$ cat src/rtl/imem_port_arbiter_if.sv
// Bus bundle between the instruction-memory port arbiter, its two requesters
// (fetch and loader) and the single-ported instruction memory.
// slave  : arbiter side
// master : requester / memory side
interface imem_port_arbiter_if #(
  parameter int ADDR_W = 10,
  parameter int DATA_W = 32
);
  // Fetch requester
  logic              f_req;
  logic [31:0]       f_addr;
  logic              f_gnt;
  logic              f_rvalid;
  logic [DATA_W-1:0] f_rdata;
  // Loader requester
  logic              l_req;
  logic              l_we;
  logic              l_lock;
  logic [31:0]       l_addr;
  logic [DATA_W-1:0] l_wdata;
  logic              l_gnt;
  logic              l_rvalid;
  logic [DATA_W-1:0] l_rdata;
  // Status
  logic              err;
  // Memory port
  logic              mem_en;
  logic              mem_we;
  logic [ADDR_W-1:0] mem_addr;
  logic [DATA_W-1:0] mem_wdata;
  logic [DATA_W-1:0] mem_rdata;

  modport slave (
    input  f_req, f_addr,
    input  l_req, l_we, l_lock, l_addr, l_wdata,
    input  mem_rdata,
    output f_gnt, f_rvalid, f_rdata,
    output l_gnt, l_rvalid, l_rdata,
    output err,
    output mem_en, mem_we, mem_addr, mem_wdata
  );

  modport master (
    output f_req, f_addr,
    output l_req, l_we, l_lock, l_addr, l_wdata,
    output mem_rdata,
    input  f_gnt, f_rvalid, f_rdata,
    input  l_gnt, l_rvalid, l_rdata,
    input  err,
    input  mem_en, mem_we, mem_addr, mem_wdata
  );
endinterface

$ cat src/rtl/imem_port_arbiter.sv
// Instruction-memory port arbiter: shares one synchronous memory port between
// the core fetch path and a program/microcode loader. One grant per cycle,
// fully pipelined, loader may lock the port for bursts.
// Optional feature macro: IMEM_ARB_RR_EN (round-robin on contention instead
// of fixed fetch priority).
module imem_port_arbiter #(
  parameter int ADDR_W = 10,
  parameter int DATA_W = 32
) (
  input logic                 clk,
  input logic                 rst,
  imem_port_arbiter_if.slave  bus
);

  typedef enum logic {
    ST_FREE   = 1'b0,
    ST_LOCKED = 1'b1
  } state_t;

  state_t            r_state;
  state_t            w_state_nxt;
  logic              w_f_gnt;
  logic              w_l_gnt;
  logic              w_gnt;
  logic              w_write;
  logic [31:0]       w_addr;
  logic              w_in_range;
  logic              w_f_rvalid;
  logic              w_l_rvalid;
  logic [DATA_W-1:0] w_rdata;

  logic              r_f_pend;
  logic              r_l_pend;
  logic              r_oor;
  logic              r_err;
  logic [DATA_W-1:0] r_f_hold;
  logic [DATA_W-1:0] r_l_hold;

`ifdef IMEM_ARB_RR_EN
  logic              r_last_l;   // 1: loader won the most recent grant
`endif

  // Grant decision and lock state transition
  always_comb begin
    // NOTE: every output of this block gets a default first so no path can
    // leave a value unassigned and infer a latch.
    w_f_gnt     = 1'b0;
    w_l_gnt     = 1'b0;
    w_state_nxt = r_state;
    if (!rst) begin
      case (r_state)
        ST_LOCKED: begin
          w_l_gnt = bus.l_req;
          if (!bus.l_req || !bus.l_lock) w_state_nxt = ST_FREE;
        end
        default: begin
          if (bus.f_req && bus.l_req) begin
`ifdef IMEM_ARB_RR_EN
            w_f_gnt = r_last_l;
            w_l_gnt = !r_last_l;
`else
            w_f_gnt = 1'b1;
`endif
          end else begin
            w_f_gnt = bus.f_req;
            w_l_gnt = bus.l_req;
          end
          if (w_l_gnt && bus.l_lock) w_state_nxt = ST_LOCKED;
        end
      endcase
    end
  end

  assign w_gnt      = w_f_gnt | w_l_gnt;
  assign w_write    = w_l_gnt & bus.l_we;
  assign w_addr     = w_l_gnt ? bus.l_addr : bus.f_addr;
  assign w_in_range = (w_addr[31:ADDR_W+2] == '0) && (w_addr[1:0] == 2'b00);

  assign bus.f_gnt     = w_f_gnt;
  assign bus.l_gnt     = w_l_gnt;
  assign bus.mem_en    = w_gnt & w_in_range;
  assign bus.mem_we    = w_write & w_in_range;
  assign bus.mem_addr  = w_addr[ADDR_W+1:2];
  assign bus.mem_wdata = bus.l_wdata;

  // Responses are gated by rst as well, so a grant taken just before reset
  // never surfaces while reset is asserted.
  assign w_rdata      = r_oor ? '0 : bus.mem_rdata;
  assign w_f_rvalid   = r_f_pend & ~rst;
  assign w_l_rvalid   = r_l_pend & ~rst;
  assign bus.f_rvalid = w_f_rvalid;
  assign bus.l_rvalid = w_l_rvalid;
  assign bus.f_rdata  = w_f_rvalid ? w_rdata : r_f_hold;
  assign bus.l_rdata  = w_l_rvalid ? w_rdata : r_l_hold;
  assign bus.err      = r_err & ~rst;

  // Lock state, response pipeline and read-data hold registers
  always_ff @(posedge clk) begin
    // NOTE: state registers use non-blocking assignments so every flop samples
    // the pre-edge values regardless of statement order.
    if (rst) begin
      r_state  <= ST_FREE;
      r_f_pend <= 1'b0;
      r_l_pend <= 1'b0;
      r_oor    <= 1'b0;
      r_err    <= 1'b0;
      r_f_hold <= '0;
      r_l_hold <= '0;
    end else begin
      r_state  <= w_state_nxt;
      r_f_pend <= w_f_gnt;
      r_l_pend <= w_l_gnt & ~bus.l_we;
      r_oor    <= ~w_in_range;
      r_err    <= w_gnt & ~w_in_range;
      if (w_f_rvalid) r_f_hold <= w_rdata;
      if (w_l_rvalid) r_l_hold <= w_rdata;
    end
  end

`ifdef IMEM_ARB_RR_EN
  // Last-winner pointer, refreshed on every grant
  always_ff @(posedge clk) begin
    if (rst) begin
      r_last_l <= 1'b1;
    end else if (w_l_gnt) begin
      r_last_l <= 1'b1;
    end else if (w_f_gnt) begin
      r_last_l <= 1'b0;
    end
  end
`endif

endmodule

$ cat src/flat_wrapper.sv
// flat-port wrapper written by rule: the top's interface ports become plain ports
module imem_port_arbiter_flat 
#(
  parameter int ADDR_W = 10,
  parameter int DATA_W = 32
)
  (clk, rst, bus_f_req, bus_f_addr, bus_l_req, bus_l_we, bus_l_lock, bus_l_addr, bus_l_wdata, bus_mem_rdata, bus_f_gnt, bus_f_rvalid, bus_f_rdata, bus_l_gnt, bus_l_rvalid, bus_l_rdata, bus_err, bus_mem_en, bus_mem_we, bus_mem_addr, bus_mem_wdata);
  imem_port_arbiter_if #(.ADDR_W(ADDR_W), .DATA_W(DATA_W)) bus_i ();
  input logic clk;
  input logic rst;
  input wire logic [$bits(bus_i.f_req)-1:0] bus_f_req;
  input wire logic [$bits(bus_i.f_addr)-1:0] bus_f_addr;
  input wire logic [$bits(bus_i.l_req)-1:0] bus_l_req;
  input wire logic [$bits(bus_i.l_we)-1:0] bus_l_we;
  input wire logic [$bits(bus_i.l_lock)-1:0] bus_l_lock;
  input wire logic [$bits(bus_i.l_addr)-1:0] bus_l_addr;
  input wire logic [$bits(bus_i.l_wdata)-1:0] bus_l_wdata;
  input wire logic [$bits(bus_i.mem_rdata)-1:0] bus_mem_rdata;
  output wire logic [$bits(bus_i.f_gnt)-1:0] bus_f_gnt;
  output wire logic [$bits(bus_i.f_rvalid)-1:0] bus_f_rvalid;
  output wire logic [$bits(bus_i.f_rdata)-1:0] bus_f_rdata;
  output wire logic [$bits(bus_i.l_gnt)-1:0] bus_l_gnt;
  output wire logic [$bits(bus_i.l_rvalid)-1:0] bus_l_rvalid;
  output wire logic [$bits(bus_i.l_rdata)-1:0] bus_l_rdata;
  output wire logic [$bits(bus_i.err)-1:0] bus_err;
  output wire logic [$bits(bus_i.mem_en)-1:0] bus_mem_en;
  output wire logic [$bits(bus_i.mem_we)-1:0] bus_mem_we;
  output wire logic [$bits(bus_i.mem_addr)-1:0] bus_mem_addr;
  output wire logic [$bits(bus_i.mem_wdata)-1:0] bus_mem_wdata;
  assign bus_i.f_req = bus_f_req;
  assign bus_i.f_addr = bus_f_addr;
  assign bus_i.l_req = bus_l_req;
  assign bus_i.l_we = bus_l_we;
  assign bus_i.l_lock = bus_l_lock;
  assign bus_i.l_addr = bus_l_addr;
  assign bus_i.l_wdata = bus_l_wdata;
  assign bus_i.mem_rdata = bus_mem_rdata;
  assign bus_f_gnt = bus_i.f_gnt;
  assign bus_f_rvalid = bus_i.f_rvalid;
  assign bus_f_rdata = bus_i.f_rdata;
  assign bus_l_gnt = bus_i.l_gnt;
  assign bus_l_rvalid = bus_i.l_rvalid;
  assign bus_l_rdata = bus_i.l_rdata;
  assign bus_err = bus_i.err;
  assign bus_mem_en = bus_i.mem_en;
  assign bus_mem_we = bus_i.mem_we;
  assign bus_mem_addr = bus_i.mem_addr;
  assign bus_mem_wdata = bus_i.mem_wdata;
  imem_port_arbiter #(.ADDR_W(ADDR_W), .DATA_W(DATA_W)) u_core (.clk(clk), .rst(rst), .bus(bus_i));
endmodule
$ cat config.mk
export PLATFORM = sky130hd
export DESIGN_NAME = imem_port_arbiter_flat
export DESIGN_NICKNAME = d
export VERILOG_FILES = /design/src/rtl/imem_port_arbiter_if.sv /design/src/rtl/imem_port_arbiter.sv /design/src/flat_wrapper.sv
export SDC_FILE = /design/constraint.sdc
export NUM_CORES = 1
export LEC_CHECK = 0
export BUFFER_PORTS_ARGS = -buffer_cell sky130_fd_sc_hd__buf_2
export CAP_MARGIN = 20
export CORE_AREA = 2 2 98 109
export DETAILED_ROUTE_END_ITERATION = 8
export DIE_AREA = 0 0 100 111
export PLACE_DENSITY = 0.78
export SLEW_MARGIN = 5
export SYNTH_ARGS = -nofsm -noshare
export SYNTH_HDL_FRONTEND = slang
export SYNTH_SLANG_ARGS = --single-unit
$ cat constraint.sdc
create_clock -name clk -period 2.6 [get_ports clk]
set_input_delay 0.26 -clock clk [delete_from_list [all_inputs] [get_ports clk]]
set_output_delay 0.26 -clock clk [all_outputs]
set_load 0.02 [all_outputs]
==> flow_summary_export.csv, run 1 <==
group,metric,value,unit
outcome,status,"completed",
routing,wl_per_cell,14.1,um
final_layout,layout-drive-gt1-share,0.372,
timing,whs,0.101,ns
final_layout,nNetsFinal,691,
routing,drc_errors,0,
clock_tree,clk_pin_slew,0.05,ns
routing,ant_nets,0,
global_route,grt_pass1_vias,2926,
final_layout,fin_cells,686,
placed_design,globalplace.congestion,0.825,
timing,period_needed,2.34,ns
timing,tightest_slew,0.979,ns
clock_tree,cts_root_buffer,"clkbuf_16",
clock_tree,post_cts.repair.setup_buffers,0,
critical_path,r2r_end,"u_core.r_l_hold[26]$_SDFF_PP0_",
critical_path,critPathRequiredTime,2.34,ns
routing,drt_wl_total,9.71,mm
clock_tree,cts-resized-gates,0,
timing,hold_viol,0,
hold_path,min_to,"u_core.r_l_pend$_SDFF_PP0_",
final_layout,multi_input_area,1480,um^2
power,peakVddDrop,0.286,mV
placed_design,dp_hpwl,7.48,mm
job,cap_violations,0,
clock_tree,cts_buffer_depth,2,
hold_path,hold_depth,2,
critical_path,r2r_cells,3,
critical_path,crit_path_max_fanout,13,
logic_synthesis,ys_warn_count,0,
floorplan,fp-row-count,39,
logic_synthesis,synth.avg_cell_area,7.76,um^2
clock_tree,clock_latency,0.34,ns
floorplan,die_area,11100,um^2
global_route,use_met3,0.0776,
final_layout,seq_area,1380,um^2
critical_path,cp_data_arrival_time,2.08,ns
timing,setup-violations-final,0,
logic_synthesis,ys_ff_latch,69,
placed_design,port_buffers,182,
global_route,track_usage,0.173,
logic_synthesis,ys_seq_area_frac,0.428,
logic_synthesis,syn_area,3230,um^2
clock_tree,h-tree-depth,3,
global_route,grtUsageMet1,0.189,
floorplan,ios,247,
critical_path,r2r-start,"u_core.r_oor$_SDFF_PP0_",
timing,slew_violations,0,
final_layout,area_growth,33.9,%
critical_path,path_class,"flop to primary output",
global_route,use_met2,0.294,
placed_design,post_dp_cell_area,4000,um^2
final_layout,nFillCells,1069,
logic_synthesis,synth_nets,550,
floorplan,core,10100,um^2
clock_tree,cts_buffers,9,
clock_tree,holdBufCountCts,0,
global_route,grt_max_degree,66,
routing,dr.pass1.iters,5,
routing,drtIter0Drc,93,
placed_design,dp.cells,669,
floorplan,start_util,0.318,
routing,num_vias,3104,
timing,period_share,0.900,
timing,fin_tns_setup,0,ns
global_route,grt_antenna_before_repair,1,
critical_path,cp-end-kind,"primary output",
power,power_per_cell_area,624,nW/um^2
timing,fin_ws,0.261,ns
hold_path,hp-class,"input port to flop",
floorplan,fp.dieH,111,um
logic_synthesis,synth_cell_type_count,20,
timing,max_freq,428,MHz
global_route,gr-total-overflow,0,
clock_tree,cts_tree,"done",
timing,rsz0062_at_grt,"no",
placed_design,pre_cts_slack,0.591,ns
global_route,grt_most_used_layer,"met2",
global_route,grt_pass1_wl,14.5,mm
clock_tree,clock-sinks,69,
final_layout,design_area,4320,um^2
critical_path,regToRegSetupSlack,0.99,ns
routing,viasPerCell,4.52,
timing,max_slew_margin,0.346,
floorplan,die_x,100,um
hold_path,min-delay-start,"bus_l_we",
critical_path,worstSetupStartpointType,"flop",
timing,fin_skew,0.00524,ns
logic_synthesis,synthCells,416,
power,leakage,2.09,nW
-- cell usage in the layout, fill, tap and decap left out, drive strengths merged --
cell	n
buf	188
nand2	96
dfxtp	69
nor2b	66
o21ai	64
nand2b	35
clkbuf	9
nor4	9
nor2	6
inv	3
nor3	3
clkinvlp	3
nand4	2
and3	2
bufinv	2
clkinv	2
or4	2
diode	1
o22a	1
-- report_power, final --
group / leakage [nW] / internal [W] / switching [W]
sequential: 0.558 / 0.00107 / 0.0000105
clock: 0.148 / 0.000841 / 0.000466
combinational: 1.38 / 0.000124 / 0.000179
-- cells by family after synthesis --
family,synth area share
buffers and inverters,0.115
flip-flops,0.428
AND/OR/NAND/NOR,0.355
AO/OA/AOI/OAI,0.102
-- per-layer routing --
| metal | routed length, um | share of wire | up-vias |
|---|---|---|---|
| met5 | 0 | 0 | - |
| met4 | 163 | 0.017 | 0 |
| met3 | 945 | 0.097 | 15 |
| met2 | 4640 | 0.48 | 177 |
| met1 | 3960 | 0.41 | 1314 |
| li1 | - | - | 1598 |
-- cell usage after synthesis --
| master | count | area, um^2 |
|---|---|---|
| inv_1 | 3 | 11.3 |
| clkbuf_1 | 11 | 41.3 |
| o21ai_0 | 28 | 140 |
| and3_1 | 2 | 12.5 |
| nor4_4 | 1 | 21.3 |
| nand2b_1 | 35 | 219 |
| buf_4 | 34 | 255 |
| o22a_2 | 1 | 10.0 |
| nor4_1 | 8 | 50.1 |
| or4_4 | 1 | 11.3 |
| nand2_1 | 96 | 360 |
| nor2b_1 | 66 | 413 |
| buf_2 | 12 | 60.1 |
| dfxtp_1 | 69 | 1380 |
| or4_1 | 1 | 7.51 |
| nor3_1 | 3 | 15.0 |
| buf_1 | 1 | 3.75 |
| o21ai_1 | 36 | 180 |
| nor2_1 | 6 | 22.5 |
| nand4_1 | 2 | 12.5 |
-- sequential cells by signal, summed over array words and instances (netlist names) --
register and count:
u_core.r_oor 1, u_core.r_l_hold 32, u_core.r_state 1, u_core.r_f_pend 1, u_core.r_f_hold 32, u_core.r_err 1
u_core.r_l_pend 1
-- critical path, cell delays in order (launching register included) --
cell	delay, ns
dfxtp_1	0.29
nand2b_1	0.18
nand2_1	0.11
buf_4	0.19
inv_1	0.18
nor3_1	0.41
o22a_2	0.22
buf_2	0.17
-- worst max-delay path by stage --
stage	endpoint	startpoint	cells after the start	slack (ns)
finish	bus_mem_en	u_core.r_state$_SDFF_PP0_	7	0.26
global route	bus_mem_en	u_core.r_state$_SDFF_PP0_	7	0.13
CTS	bus_mem_en	u_core.r_state$_SDFF_PP0_	7	0.27
detailed placement	bus_mem_en	bus_l_req	8	0.59
global placement	bus_mem_en	rst	6	0.61
floorplan	bus_mem_we	bus_l_addr[30]	3	0.99
-- final cells by class --
class	instances	area share
clock inverters	7	0.0232
multi-input cells	286	0.342
inverters	3	0.00260
clock buffers	9	0.0521
diodes	1	0.000579
repair buffers	188	0.224
flip-flops and latches	69	0.320
well taps	123	0.0356
-- per-stage QoR --
stage | power (W) | util
3_3_place_gp | 0.00141 | 0.394
5_1_grt | 0.00281 | 0.426
2_1_floorplan | 0.00133 | -
6_report | 0.00270 | 0.426
4_1_cts | 0.00273 | 0.426
3_5_place_dp | 0.00141 | 0.394
(Power assumes the default switching activity.)
==> inputs of run 2 (changes only) <==
--- a/config.mk
+++ b/config.mk
@@ -7,10 +7,10 @@
 export LEC_CHECK = 0
 export BUFFER_PORTS_ARGS = -buffer_cell sky130_fd_sc_hd__buf_2
 export CAP_MARGIN = 20
-export CORE_AREA = 2 2 98 109
+export CORE_AREA = 2 2 99 111
 export DETAILED_ROUTE_END_ITERATION = 8
-export DIE_AREA = 0 0 100 111
-export PLACE_DENSITY = 0.78
+export DIE_AREA = 0 0 101 113
+export PLACE_DENSITY = 0.77
 export SLEW_MARGIN = 5
 export SYNTH_ARGS = -nofsm -noshare
 export SYNTH_HDL_FRONTEND = slang
==> run 2 against run 1 <==
Worst setup slack improved by 0.065 ns. First-iteration DRC count rose by 15%. Flip-flop and latch count did not move. Sequential power barely moved. Global-route usage fell by 0.52 points. Sequential share of layout area rose by 0.38 points.
==> flow_summary_export.csv, run 2 (same netlist as run 1, synthesis figures left out) <==
group,metric,value,unit
routing,ant_nets,0,
clock_tree,post_cts.repair.setup_buffers,0,
clock_tree,cts_buffer_depth,2,
clock_tree,cts_tree,"done",
timing,fin_tns_setup,0,ns
hold_path,min_to,"u_core.r_l_pend$_SDFF_PP0_",
clock_tree,clk_pin_slew,0.05,ns
global_route,gr-total-overflow,0,
timing,rsz0062_at_grt,"no",
final_layout,post-route-util,0.417,
clock_tree,cts_buffers,9,
critical_path,critPathTopFamily,"simple AND/OR/NAND/NOR gates",
routing,routed.top_layer,"met4",
final_layout,mostFrequentLayoutCells,"182 x buf_2, 96 x nand2_1, 69 x dfxtp_1",
routing,viasPerCell,4.60,
timing,max_slew_margin,0.338,
power,p_sw,0.000593,W
critical_path,crit_path_max_fanout,13,
floorplan,die_area,11400,um^2
placed_design,port_buffers,182,
routing,wl_per_cell,14.3,um
global_route,grt_antenna_before_repair,0,
placed_design,dp_hpwl,7.41,mm
power,power_per_cell_area,587,nW/um^2
critical_path,path_buf_inv,2,
routing,wl_met2,4.52,mm
clock_tree,clock_latency,0.32,ns
routing,drtIter0Drc,107,
critical_path,r2r_cells,3,
global_route,grt_pass1_wl,14.5,mm
timing,hold_viol,0,
power,leakage,2.08,nW
final_layout,final_common_cell,"buf_2",
job,cap_violations,0,
placed_design,globalplace.congestion,0.854,
global_route,grt_pass1_vias,2873,
timing,max_freq,440,MHz
power,clkPwrFrac,0.446,
final_layout,nNetsFinal,689,
hold_path,hold_depth,2,
timing,whs,0.105,ns
routing,num_vias,3140,
hold_path,min-delay-start,"bus_l_we",
critical_path,regToRegSetupSlack,0.98,ns
routing,drt_wl_total,9.73,mm
final_layout,layout-drive-gt1-share,0.365,
timing,fin_skew,0.00370,ns
clock_tree,clock-sinks,69,
global_route,grt_max_degree,66,
floorplan,die_x,101,um
clock_tree,h-tree-depth,3,
floorplan,start_util,0.315,
critical_path,cp-end-kind,"primary output",
final_layout,reg_top3,"u_core.r_f_hold: 32 flops, u_core.r_l_hold: 32 flops",
timing,setup-violations-final,0,
critical_path,cp_data_arrival_time,2.01,ns
floorplan,fp-row-count,39,
critical_path,critPathRequiredTime,2.34,ns
global_route,track_usage,0.168,
power,switching_share,0.236,
critical_path,path_class,"flop to primary output",
final_layout,area_growth,32.3,%
outcome,status,"completed",
critical_path,crit_chain,"nand2b_1 -> nand2_1 -> inv_1 -> nor3_1 -> o22a_2 -> buf_2",
critical_path,r2r-start,"u_core.r_oor$_SDFF_PP0_",
clock_tree,holdBufCountCts,0,
routing,dr.pass1.iters,5,
timing,tightest_slew,0.992,ns
clock_tree,cts_root_buffer,"clkbuf_16",
timing,period_share,0.875,
floorplan,fp.dieH,113,um
critical_path,max_stage_delay,0.36,ns
critical_path,cpMaxStageDelayCell,"nor3_1",
critical_path,worstSetupStartpointType,"flop",
routing,met1Wirelength,4.26,mm
timing,slew_violations,0,
floorplan,ios,247,
power,seqPwrFrac,0.433,
clock_tree,cts-resized-gates,0,
timing,period_needed,2.27,ns
critical_path,r2r_end,"u_core.r_l_hold[30]$_SDFF_PP0_",
power,combPwrFrac,0.121,
power,p_int,0.00192,W
floorplan,core,10200,um^2
hold_path,hp-class,"input port to flop",
routing,drc_errors,0,
routing,route.met3.wl,818,um
power,peakVddDrop,0.233,mV
final_layout,num_antenna_cells,0,
==> run 2: cell types whose count changed in the layout (fill, tap and decap cells not counted), sizes merged <==
cell / previous run / this run
clkinvlp: 3 / 0
buf: 188 / 186
clkbuf: 9 / 14
bufinv: 2 / 0
diode: 1 / 0
clkinv: 2 / 1
==> run 2: how the worst max path moves through the flow <==
stage | endpoint | slack, ns | start | cells after the start
after floorplan | bus_mem_we | 0.99 | bus_l_addr[30] | 3
after global placement | bus_mem_we | 0.46 | rst | 6
after detailed placement | bus_mem_we | 0.44 | rst | 6
after CTS | bus_mem_en | 0.30 | u_core.r_state$_SDFF_PP0_ | 6
after global routing | bus_mem_en | 0.10 | u_core.r_state$_SDFF_PP0_ | 6
final | bus_mem_en | 0.33 | u_core.r_state$_SDFF_PP0_ | 6
==> run 2: final cells by class <==
type,count,area [um^2]
fillers,1088,5980
flip-flops and latches,69,1380
inverters,3,11.3
well taps,123,154
clock buffers,14,274
multi-input cells,286,1480
clock inverters,1,5.00
repair buffers,186,966
==> run 2: power by group through the flow <==
stage          Sequential [W]  Clock, W  Combinational, W
2_1_floorplan         0.00110         0          0.000231
3_3_place_gp          0.00111         0          0.000304
3_5_place_dp          0.00111         0          0.000305
4_1_cts               0.00109   0.00117          0.000306
5_1_grt               0.00109   0.00119          0.000333
6_report              0.00109   0.00112          0.000304
==> run 2: layer usage <==
| metal | track usage | vias to the layer above |
|---|---|---|
| li1 | - | 1591 |
| met1 | 0.205 | 1370 |
| met2 | 0.281 | 171 |
| met3 | 0.0531 | 8 |
| met4 | 0.0541 | 0 |
| met5 | 0 | - |
==> run 2: metrics by stage <==
stage / worst slack [ns] / total power [W] / area [um^2] / std cells
floorplan: 0.986 / 0.00133 / 3230 / 416
global placement: 0.458 / 0.00141 / 3990 / 667
detailed placement: 0.438 / 0.00141 / 3990 / 667
CTS: 0.305 / 0.00256 / 4270 / 682
global route: 0.105 / 0.00262 / 4270 / 682
finish: 0.326 / 0.00251 / 4270 / 682
